==> src/rtl/invader_fleet.sv <==
// Invader fleet game logic: stepping movement, bullet hit detection, explosion timing,
// wave reload and game-over handling for a row of ten invaders.
module invader_fleet #(
   parameter int unsigned STEP_CYCLES    = 600000,
   parameter int unsigned STEP_PX        = 4,
   parameter int unsigned INV_W          = 16,
   parameter int unsigned INV_H          = 12,
   parameter int unsigned INV_PITCH      = 32,
   parameter int unsigned LINE_H         = 16,
   parameter int unsigned SCREEN_W       = 640,
   parameter int unsigned LINE_LIMIT     = 26,
   parameter int unsigned EXPLODE_CYCLES = 1200000
) (
   input  logic        clk_12MHz,
   input  logic        reset,
   input  logic        enable,
   input  logic        start,
   input  logic [9:0]  bullet_x,
   input  logic [9:0]  bullet_y,
   input  logic        bullet_flying,
   output logic [19:0] invaders_array,
   output logic [4:0]  invaders_line,
   output logic [9:0]  fleet_x,
   output logic        hit,
   output logic        wave_clear,
   output logic        game_over
);

   localparam int unsigned NUM_INV = 10;
   localparam int unsigned STEP_W  = (STEP_CYCLES > 1) ? $clog2(STEP_CYCLES) : 1;
   localparam int unsigned EXP_W   = $clog2(EXPLODE_CYCLES + 1);
   localparam logic [19:0] ALL_ALIVE  = 20'hAAAAA;
   localparam logic [10:0] RIGHT_SPAN = 11'((NUM_INV - 1) * INV_PITCH + INV_W + STEP_PX);
   localparam logic [STEP_W-1:0] STEP_LAST = STEP_W'(STEP_CYCLES - 1);
   localparam logic [EXP_W-1:0]  EXP_LOAD  = EXP_W'(EXPLODE_CYCLES);

   typedef enum logic [1:0] {StPlay, StWaveClear, StGameOver} state_e;

   state_e            state_q, state_d;
   logic [19:0]       inv_q, inv_d;
   logic [4:0]        line_q, line_d;
   logic [9:0]        fx_q, fx_d;
   logic              dir_left_q, dir_left_d;
   logic [STEP_W-1:0] step_cnt_q, step_cnt_d;
   logic [EXP_W-1:0]  exp_cnt_q [NUM_INV];
   logic [EXP_W-1:0]  exp_cnt_d [NUM_INV];
   logic              armed_q, armed_d;
   logic              hit_q, hit_d;
   logic              wave_clear_q, wave_clear_d;
   logic              game_over_q, game_over_d;

   logic [NUM_INV-1:0] match, hit_sel;
   logic               hit_found, alive_any, step_ev, reload;
   logic [10:0]        top_y, left_x, bx, by;

   // Geometric hit test uses the registered (pre-step) position
   always_comb begin
      bx        = {1'b0, bullet_x};
      by        = {1'b0, bullet_y};
      top_y     = 11'(line_q) * 11'(LINE_H);
      left_x    = '0;
      match     = '0;
      hit_sel   = '0;
      hit_found = 1'b0;
      alive_any = 1'b0;
      for (int i = 0; i < NUM_INV; i++) begin
         left_x   = 11'(fx_q) + 11'(i * INV_PITCH);
         match[i] = (inv_q[2*i +: 2] == 2'b10) && (bx >= left_x) && (bx < left_x + 11'(INV_W))
                    && (by >= top_y) && (by < top_y + 11'(INV_H));
         if (inv_q[2*i +: 2] == 2'b10) alive_any = 1'b1;
      end
      for (int i = 0; i < NUM_INV; i++) begin
         if (match[i] && !hit_found && state_q == StPlay && bullet_flying && armed_q) begin
            hit_sel[i] = 1'b1;
            hit_found  = 1'b1;
         end
      end
   end

   always_comb begin
      state_d      = state_q;
      inv_d        = inv_q;
      line_d       = line_q;
      fx_d         = fx_q;
      dir_left_d   = dir_left_q;
      step_cnt_d   = step_cnt_q;
      exp_cnt_d    = exp_cnt_q;
      armed_d      = armed_q;
      hit_d        = 1'b0;
      wave_clear_d = 1'b0;
      step_ev      = 1'b0;
      reload       = 1'b0;

      if (!bullet_flying) armed_d = 1'b1;

      unique case (state_q)
         StPlay: begin
            if (enable) begin
               if (step_cnt_q == STEP_LAST) begin
                  step_cnt_d = '0;
                  step_ev    = 1'b1;
               end else begin
                  step_cnt_d = step_cnt_q + STEP_W'(1);
               end
               // Explosion ends on the same edge its timer reaches zero
               for (int i = 0; i < NUM_INV; i++) begin
                  if (inv_q[2*i +: 2] == 2'b01) begin
                     exp_cnt_d[i] = (exp_cnt_q[i] > EXP_W'(0)) ? exp_cnt_q[i] - EXP_W'(1) : '0;
                     if (exp_cnt_q[i] <= EXP_W'(1)) inv_d[2*i +: 2] = 2'b00;
                  end
               end
            end
            if (step_ev) begin
               if (!dir_left_q) begin
                  if ({1'b0, fx_q} + RIGHT_SPAN <= 11'(SCREEN_W)) begin
                     fx_d = fx_q + 10'(STEP_PX);
                  end else begin
                     if (line_q != 5'(LINE_LIMIT)) line_d = line_q + 5'd1;
                     dir_left_d = 1'b1;
                  end
               end else begin
                  if (fx_q >= 10'(STEP_PX)) begin
                     fx_d = fx_q - 10'(STEP_PX);
                  end else begin
                     if (line_q != 5'(LINE_LIMIT)) line_d = line_q + 5'd1;
                     dir_left_d = 1'b0;
                  end
               end
            end
            for (int i = 0; i < NUM_INV; i++) begin
               if (hit_sel[i]) begin
                  inv_d[2*i +: 2] = 2'b01;
                  exp_cnt_d[i]    = EXP_LOAD;
               end
            end
            if (hit_found) begin
               hit_d   = 1'b1;
               armed_d = 1'b0;
            end
            if (inv_d == '0) begin
               wave_clear_d = 1'b1;
               state_d      = StWaveClear;
            end else if (line_q == 5'(LINE_LIMIT) && alive_any) begin
               state_d = StGameOver;
            end
         end
         StWaveClear: begin
            reload  = 1'b1;
            state_d = StPlay;
         end
         StGameOver: begin
            if (start) begin
               reload  = 1'b1;
               state_d = StPlay;
            end
         end
         default: state_d = StPlay;
      endcase

      if (reload) begin
         inv_d      = ALL_ALIVE;
         line_d     = '0;
         fx_d       = '0;
         dir_left_d = 1'b0;
         step_cnt_d = '0;
         for (int i = 0; i < NUM_INV; i++) exp_cnt_d[i] = '0;
      end

      game_over_d = (state_d == StGameOver);
   end

   always_ff @(posedge clk_12MHz or posedge reset) begin
      if (reset) begin
         state_q      <= StPlay;
         inv_q        <= ALL_ALIVE;
         line_q       <= '0;
         fx_q         <= '0;
         dir_left_q   <= 1'b0;
         step_cnt_q   <= '0;
         exp_cnt_q    <= '{default: '0};
         armed_q      <= 1'b1;
         hit_q        <= 1'b0;
         wave_clear_q <= 1'b0;
         game_over_q  <= 1'b0;
      end else begin
         state_q      <= state_d;
         inv_q        <= inv_d;
         line_q       <= line_d;
         fx_q         <= fx_d;
         dir_left_q   <= dir_left_d;
         step_cnt_q   <= step_cnt_d;
         exp_cnt_q    <= exp_cnt_d;
         armed_q      <= armed_d;
         hit_q        <= hit_d;
         wave_clear_q <= wave_clear_d;
         game_over_q  <= game_over_d;
      end
   end

   assign invaders_array = inv_q;
   assign invaders_line  = line_q;
   assign fleet_x        = fx_q;
   assign hit            = hit_q;
   assign wave_clear     = wave_clear_q;
   assign game_over      = game_over_q;

endmodule

==> config.mk <==
export PLATFORM = sky130hd
export DESIGN_NAME = invader_fleet
export DESIGN_NICKNAME = d
export VERILOG_FILES = /design/src/rtl/invader_fleet.sv
export SDC_FILE = /design/constraint.sdc
export NUM_CORES = 1
export LEC_CHECK = 0
export ABC_AREA = 0
export CAP_MARGIN = 20
export CELL_PAD_IN_SITES_DETAIL_PLACEMENT = 0
export CELL_PAD_IN_SITES_GLOBAL_PLACEMENT = 1
export CORE_UTILIZATION = 43
export DETAILED_ROUTE_END_ITERATION = 12
export MAX_ROUTING_LAYER = met4
export PLACE_DENSITY = 0.76
export SLEW_MARGIN = 10
export SYNTH_ARGS = -nofsm -noshare
export SYNTH_HDL_FRONTEND = slang
export SYNTH_SLANG_ARGS = --single-unit
==> constraint.sdc <==
create_clock -name clk_12MHz -period 8.2 [get_ports clk_12MHz]
set_input_delay 0.82 -clock clk_12MHz [delete_from_list [all_inputs] [get_ports clk_12MHz]]
set_output_delay 0.82 -clock clk_12MHz [all_outputs]
set_load 0.03 [all_outputs]
==> results of run 1 <==
worst max-delay path, stage by stage (launching register included):
cell	delay (ns)
dfrtp_1	0.78
ha_1	0.49
nand2_1	0.18
xnor2_1	0.51
nor3_1	0.12
xor2_1	0.17
ha_1	0.32
and4_1	0.20
a31oi_1	0.14
a211o_1	0.41
a2111oi_4	0.66
nand4_1	0.64
and3_1	0.64
a221o_1	0.44
cell families (layout without fill, tap and decap cells):
logic type	count (synthesis)	after routing	share of synthesized area
compound gates	694	694	0.236
other cells	1	3	0.000197
simple gates	974	974	0.251
flops	270	270	0.355
buf+inv	186	260	0.0378
fa+ha+maj	132	132	0.0866
xor+xnor	63	63	0.0299
mux	6	6	0.00348
stage by stage:
| stage | cells | hold WS [ns] | cell area, sq um | setup WS [ns] |
|---|---|---|---|---|
| floorplan | 2327 | 0.438 | 19100 | 3.74 |
| global placement | 2919 | 0.454 | 20300 | 2.44 |
| detailed placement | 2919 | 0.471 | 20300 | 2.44 |
| CTS | 2983 | 0.479 | 21500 | 2.42 |
| global route | 2987 | 0.506 | 21500 | 1.96 |
| finish | 2987 | 0.476 | 21500 | 2.37 |
final cells by class:
type / instances / area share
diodes: 1 / 0.000116
flip-flops and latches: 270 / 0.315
inverters: 112 / 0.0197
well taps: 585 / 0.0340
clock inverters: 9 / 0.00512
multi-input cells: 1871 / 0.540
clock buffers: 55 / 0.0494
repair buffers: 84 / 0.0369
registers in the layout, indices dropped and copies added, names as in the netlist:
register        count
armed_q             1
dir_left_q          1
exp_cnt_q         210
fleet_x             8
game_over           1
hit                 1
invaders_array     20
invaders_line       5
state_q             2
step_cnt_q         20
wave_clear          1
report_power, final:
part | internal, mW | total [mW] | leakage (nW) | switching (mW)
clock network | 0.955 | 1.57 | 0.579 | 0.617
logic | 0.0482 | 0.134 | 5.34 | 0.0859
registers | 1.34 | 1.36 | 3.53 | 0.0124
total | 2.35 | 3.06 | 9.45 | 0.715
layout by cell type, fill, tap and decap left out, types with 11 or more instances in the layout:
master	netlist	final
o41ai_1	12	12
o22ai_1	15	15
xnor2_1	46	46
o21ai_0	243	243
o21a_1	12	12
and3_1	21	21
nand2b_1	35	35
o2111ai_1	11	11
dfstp_2	11	11
nor2_1	234	234
nor4_1	46	46
o21ai_1	11	11
ha_1	132	131
nor3_1	125	125
nand2_1	243	242
nor2b_1	26	26
dfrtp_1	259	259
o31ai_1	38	37
inv_1	109	108
a21o_1	33	33
clkdlybuf4s50_1	0	58
nand3_1	73	73
a22o_1	12	12
clkbuf_16	0	36
xor2_1	16	16
a21oi_1	115	114
buf_4	3	23
or3_1	55	55
a211o_1	16	16
or4_1	22	22
a31oi_1	51	51
nand4_1	29	29
and2_1	14	13
a211oi_1	11	11
o211ai_1	16	16
layer usage:
layer / wire [um] / GRT usage / up-vias
met3: 2960 / 0.0378 / 96
met4: 1340 / 0.0776 / 0
met2: 25500 / 0.403 / 462
met5: 0 / - / -
li1: - / - / 8683
met1: 26500 / 0.358 / 8684
worst max-delay path by stage:
stage | startpoint | endpoint | slack, ns
4_1_cts | fleet_x[7] | exp_cnt_q[70] | 2.42
3_5_place_dp | fleet_x[7] | exp_cnt_q[70] | 2.44
2_1_floorplan | fleet_x[7] | exp_cnt_q[1] | 3.74
6_report | fleet_x[7] | exp_cnt_q[70] | 2.37
3_3_place_gp | fleet_x[7] | exp_cnt_q[65] | 2.44
5_1_grt | fleet_x[7] | exp_cnt_q[65] | 1.96
==> impl_metrics.csv, run 1 <==
group,metric,value,unit
run_status,status,"complete, no violations",
sta,relSlewSlack,0.304,
clock_network,clkSinkCount,270,
sta,worstMarginPinSlew,1.04,ns
clock_network,numCtsBuffers,35,
global_routing,grt_pass1_wl,92200,um
die,die-area,45200,sq um
sta,setup_viol,0,
sta,max_freq,0.172,GHz
global_routing,overflow,0,
clock_network,cts-root-buf,"clkbuf_16",
sta,period_minus_slack,5.83,ns
critical_path,r2r-start,"fleet_x[7]",
clock_network,cts_setup_buffers,0,
synth,ys_seq_area_frac,0.355,
critical_path,rr_endpoint,"exp_cnt_q[70]",
finish,fillers,4276,
synth,ys_types,91,
detailed_routing,antenna_left,0,
detailed_routing,wl_per_cell,18.9,um
clock_network,ctsHoldBuffers,0,
synth,synth_common_cells,"dfrtp_1 (259), nand2_1 (243), o21ai_0 (243)",
synth,synthArstFlopShare,1.00,
die,die_x,213,um
finish,ff_latch_area,6770,sq um
clock_network,clk_pin_slew,0.06,ns
place,gp_congestion,0.921,
worst_hold_path,min_from,"armed_q",
sta,period_share,0.710,
clock_network,cts_resized,0,
clock_network,cts_tree,"done",
power_and_ir_drop,p_per_area,143,nW/um^2
clock_network,htreeDepth,2,
detailed_routing,drcViolationCount,0,
global_routing,grt_antenna_before_repair,2,
power_and_ir_drop,total_power,3.06,mW
synth,netlist_top_cells_area,"dfrtp_1 (34%), ha_1 (8.7%), o21ai_0 (6.4%), nand2_1 (4.8%), nor2_1 (4.6%)",
detailed_routing,vias,17900,
detailed_routing,first_pass_iters,8,
critical_path,crit_type,"flip-flop to flip-flop",
critical_path,worstSetupEndpointType,"flip-flop",
place,dpl.hpwl,39600,um
power_and_ir_drop,ir_drop,125,uV
global_routing,grt_max_degree,166,
finish,syn_to_final_growth,12.7,%
sta,hold_viol_final,0,
synth,synth_edf_count,0,
worst_hold_path,min_path_cells,2,
die,initial_core_util,0.439,
sta,rsz0062_at_grt,"false",
finish,drive_above_1_share,0.0596,
die,pin_count,63,
global_routing,grt.total_usage,0.262,
synth,ys_seq_elements,270,
synth,avgSynthCellArea,8.20,sq um
global_routing,first_global_vias,17000,
critical_path,arrival,6.25,ns
synth,ys.flop_type,"dfrtp_1",
finish,post-route-util,0.495,
die,num_rows,76,
detailed_routing,drt_iter0_drc,1554,
detailed_routing,via_per_inst,6.00,
critical_path,crit_fanout,19,
place,io_buffer_count,58,
synth,yosys.area.top_type,"dfrtp_1",
finish,multi_input_area,11600,sq um
sta,fin_tns_setup,0,ns
critical_path,reg2reg_slack,2.37,ns
sta,final_max_slew_viol_count,0,
clock_network,clockBufferDepth,3,
sta,fin_worst_skew,0.0163,ns
synth,synth.most_common_cell,"dfrtp_1",
power_and_ir_drop,leakage,9.45,nW
finish,nets,2531,
synth,synth_cells,2326,
job,maxCapViolCount,0,
detailed_routing,finalWirelength,56300,um
critical_path,r2r.worst_path.cells,13,
synth,netlist_area,19100,sq um
die,coreArea,43500,sq um
clock_network,worstSkewPairLatency,0.55,ns
critical_path,crit_path_start_kind,"flip-flop",
synth,yosysTopAreaCellShare,0.340,
synth,ys_warn_count,0,
worst_hold_path,hold_end,"armed_q",
critical_path,required,8.62,ns
die,chipHeight,213,um
worst_hold_path,hold_class,"flip-flop to flip-flop",
Note: power is estimated with default switching activity, not from simulation.
==> run 2, diff against run 1 <==
CORE_UTILIZATION = 48   (was 43)
PLACE_DENSITY = 0.81   (was 0.76)
clock period = 5.5 ns   (was 8.2 ns; I/O delays follow)
==> run 2 against run 1 <==
Compared with the run above:
- die area is 10% lower
- sequential cell count stayed put
- sequential share of layout area is 0.14 points lower
- clock-buffer cell count stayed put
- final cell count is 1.6% lower
- critical path depth is 4 higher
- sequential power is 49% higher
- via count is 0.26% higher
- clock power is 48% higher
- hold slack worse by 0.013 ns
- utilization is 6.0 points higher
- largest power group unchanged
==> impl_metrics.csv, run 2 (synthesis gave the netlist of run 1 again) <==
group,metric,value,unit
run_status,status,"complete, no violations",
clock_network,clockBufferDepth,3,
die,pin_count,63,
die,die-area,40500,sq um
clock_network,clk_pin_slew,0.06,ns
sta,max_freq,0.201,GHz
die,die_x,201,um
global_routing,first_global_vias,17000,
clock_network,ctsHoldBuffers,0,
finish,drive_above_1_share,0.0682,
clock_network,cts_resized,0,
power_and_ir_drop,total_power,4.55,mW
power_and_ir_drop,ir_drop,194,uV
power_and_ir_drop,leakage,9.55,nW
die,coreArea,38900,sq um
critical_path,worstPathCellList,"inv_1 -> ha_1 -> nor2b_1 -> or3_1 -> nand2_1 -> xnor2_1 -> ha_1 -> and3_1 -> a221oi_1 -> o21ai_0 -> a21o_1 -> a211oi_1 -> nand3_1 -> buf_4 -> a21oi_1 -> a31oi_1 -> o22ai_1",
finish,syn_to_final_growth,13.2,%
critical_path,crit_path_top_delay_cell,"dfrtp_1",
power_and_ir_drop,p_per_area,211,nW/um^2
critical_path,cp_slowest_stage_delay,0.59,ns
worst_hold_path,hold_class,"flip-flop to flip-flop",
detailed_routing,first_pass_iters,8,
sta,rsz0062_at_grt,"false",
detailed_routing,vias,18000,
sta,period_minus_slack,4.98,ns
critical_path,required,5.95,ns
place,dpl.hpwl,39300,um
critical_path,crit_fanout,10,
job,maxCapViolCount,0,
finish,layout_common_cells,"dfrtp_1 (259), o21ai_0 (243), nand2_1 (242), nor2_1 (234), ha_1 (131)",
finish,stdcell_area,21600,sq um
critical_path,crit_start,"fleet_x[7]",
finish,final_common_cell,"dfrtp_1",
place,gp_congestion,0.924,
clock_network,cts-root-buf,"clkbuf_16",
sta,hold_viol_final,0,
global_routing,grt_max_degree,116,
detailed_routing,drcViolationCount,0,
clock_network,htreeDepth,2,
place,io_buffer_count,58,
critical_path,worstSetupEndpointType,"flip-flop",
critical_path,r2r-start,"fleet_x[7]",
finish,n_antenna_cell,0,
critical_path,arrival,5.43,ns
global_routing,grt_antenna_before_repair,0,
global_routing,grt_pass1_wl,90800,um
clock_network,cts_tree,"done",
detailed_routing,wl_per_cell,18.8,um
sta,worstMarginPinSlew,0.960,ns
detailed_routing,drt_iter0_drc,1404,
global_routing,overflow,0,
clock_network,worstSkewPairLatency,0.54,ns
clock_network,numCtsBuffers,34,
global_routing,grt.total_usage,0.282,
sta,fin_worst_skew,0.0142,ns
place,dpl_cell_area,20400,sq um
detailed_routing,finalWirelength,55300,um
clock_network,clkSinkCount,270,
finish,largest_register_ffs,210,
critical_path,crit_path_start_kind,"flip-flop",
die,chipHeight,201,um
sta,relSlewSlack,0.352,
sta,period_share,0.905,
die,initial_core_util,0.490,
critical_path,crit_top_cell,"ha_1",
detailed_routing,via_per_inst,6.11,
critical_path,crit_type,"flip-flop to flip-flop",
sta,final_max_slew_viol_count,0,
clock_network,cts_setup_buffers,0,
die,num_rows,72,
finish,top_register,"exp_cnt_q",
sta,fin_tns_setup,0,ns
detailed_routing,antenna_left,0,
worst_hold_path,min_from,"armed_q",
finish,nets,2555,
sta,setup_viol,0,
[run 2: cell types whose count changed in the layout (fill, tap and decap cells not counted), sizes merged]
cell	delta
clkbuf	-1
clkinvlp	+1
inv	-1
clkinv	-5
buf	+26
diode	-1
[run 2: cell type report]
cell class,instances,area [sq um]
clock buffers,55,1080
clock inverters,4,72.6
fillers,3631,17300
inverters,112,424
multi-input cells,1871,11600
flip-flops and latches,270,6770
well taps,518,648
repair buffers,109,988
[run 2: critical path, delay by kind of cell, from the launching register on]
family,cells,cell delay (ns)
simple gates,5,1.19
flops,1,0.59
fa+ha+maj,2,0.66
buf+inv,2,0.59
xor+xnor,1,0.15
compound gates,7,1.69
[run 2: path summary, 6_finish.rpt]
path / endpoint / slack, ns / cells past startpoint
worst max-delay path: exp_cnt_q[59] / 0.52 / 17
worst max register to register: exp_cnt_q[59] / 0.52 / 17
max in group asynchronous: exp_cnt_q[100] / 3.80 / 3
worst min-delay path: armed_q / 0.46 / 2
worst min register to register: armed_q / 0.46 / 2
min in group asynchronous: exp_cnt_q[22] / 0.52 / 2
[run 2: layer usage]
layer,wire length (um),up-vias,track usage
met5,0,-,-
li1,-,8720,-
met2,25400,484,0.439
met4,1140,0,0.0728
met1,26000,8689,0.387
met3,2810,78,0.0376
[run 2: metrics by stage]
| step | worst slack, ns | instances | utilization | hold slack [ns] |
|---|---|---|---|---|
| after global routing | 0.185 | 2939 | 0.555 | 0.492 |
| after global placement | 0.681 | 2879 | 0.525 | 0.454 |
| after detailed placement | 0.640 | 2879 | 0.525 | 0.455 |
| final | 0.523 | 2939 | 0.555 | 0.464 |
| after floorplan | 1.04 | 2327 | - | 0.438 |
| after CTS | 0.605 | 2938 | 0.555 | 0.465 |
[run 2: report_power, final]
| group | internal, mW | switching (mW) |
|---|---|---|
| Combinational | 0.0730 | 0.126 |
| Clock | 1.44 | 0.891 |
| Sequential | 2.00 | 0.0197 |
==> run 3, diff against run 2 <==
SETUP_SLACK_MARGIN = 0.1   (was not set)
==> results of run 3 <==
Final layout, timing and power as in run 2 (identical DEF).
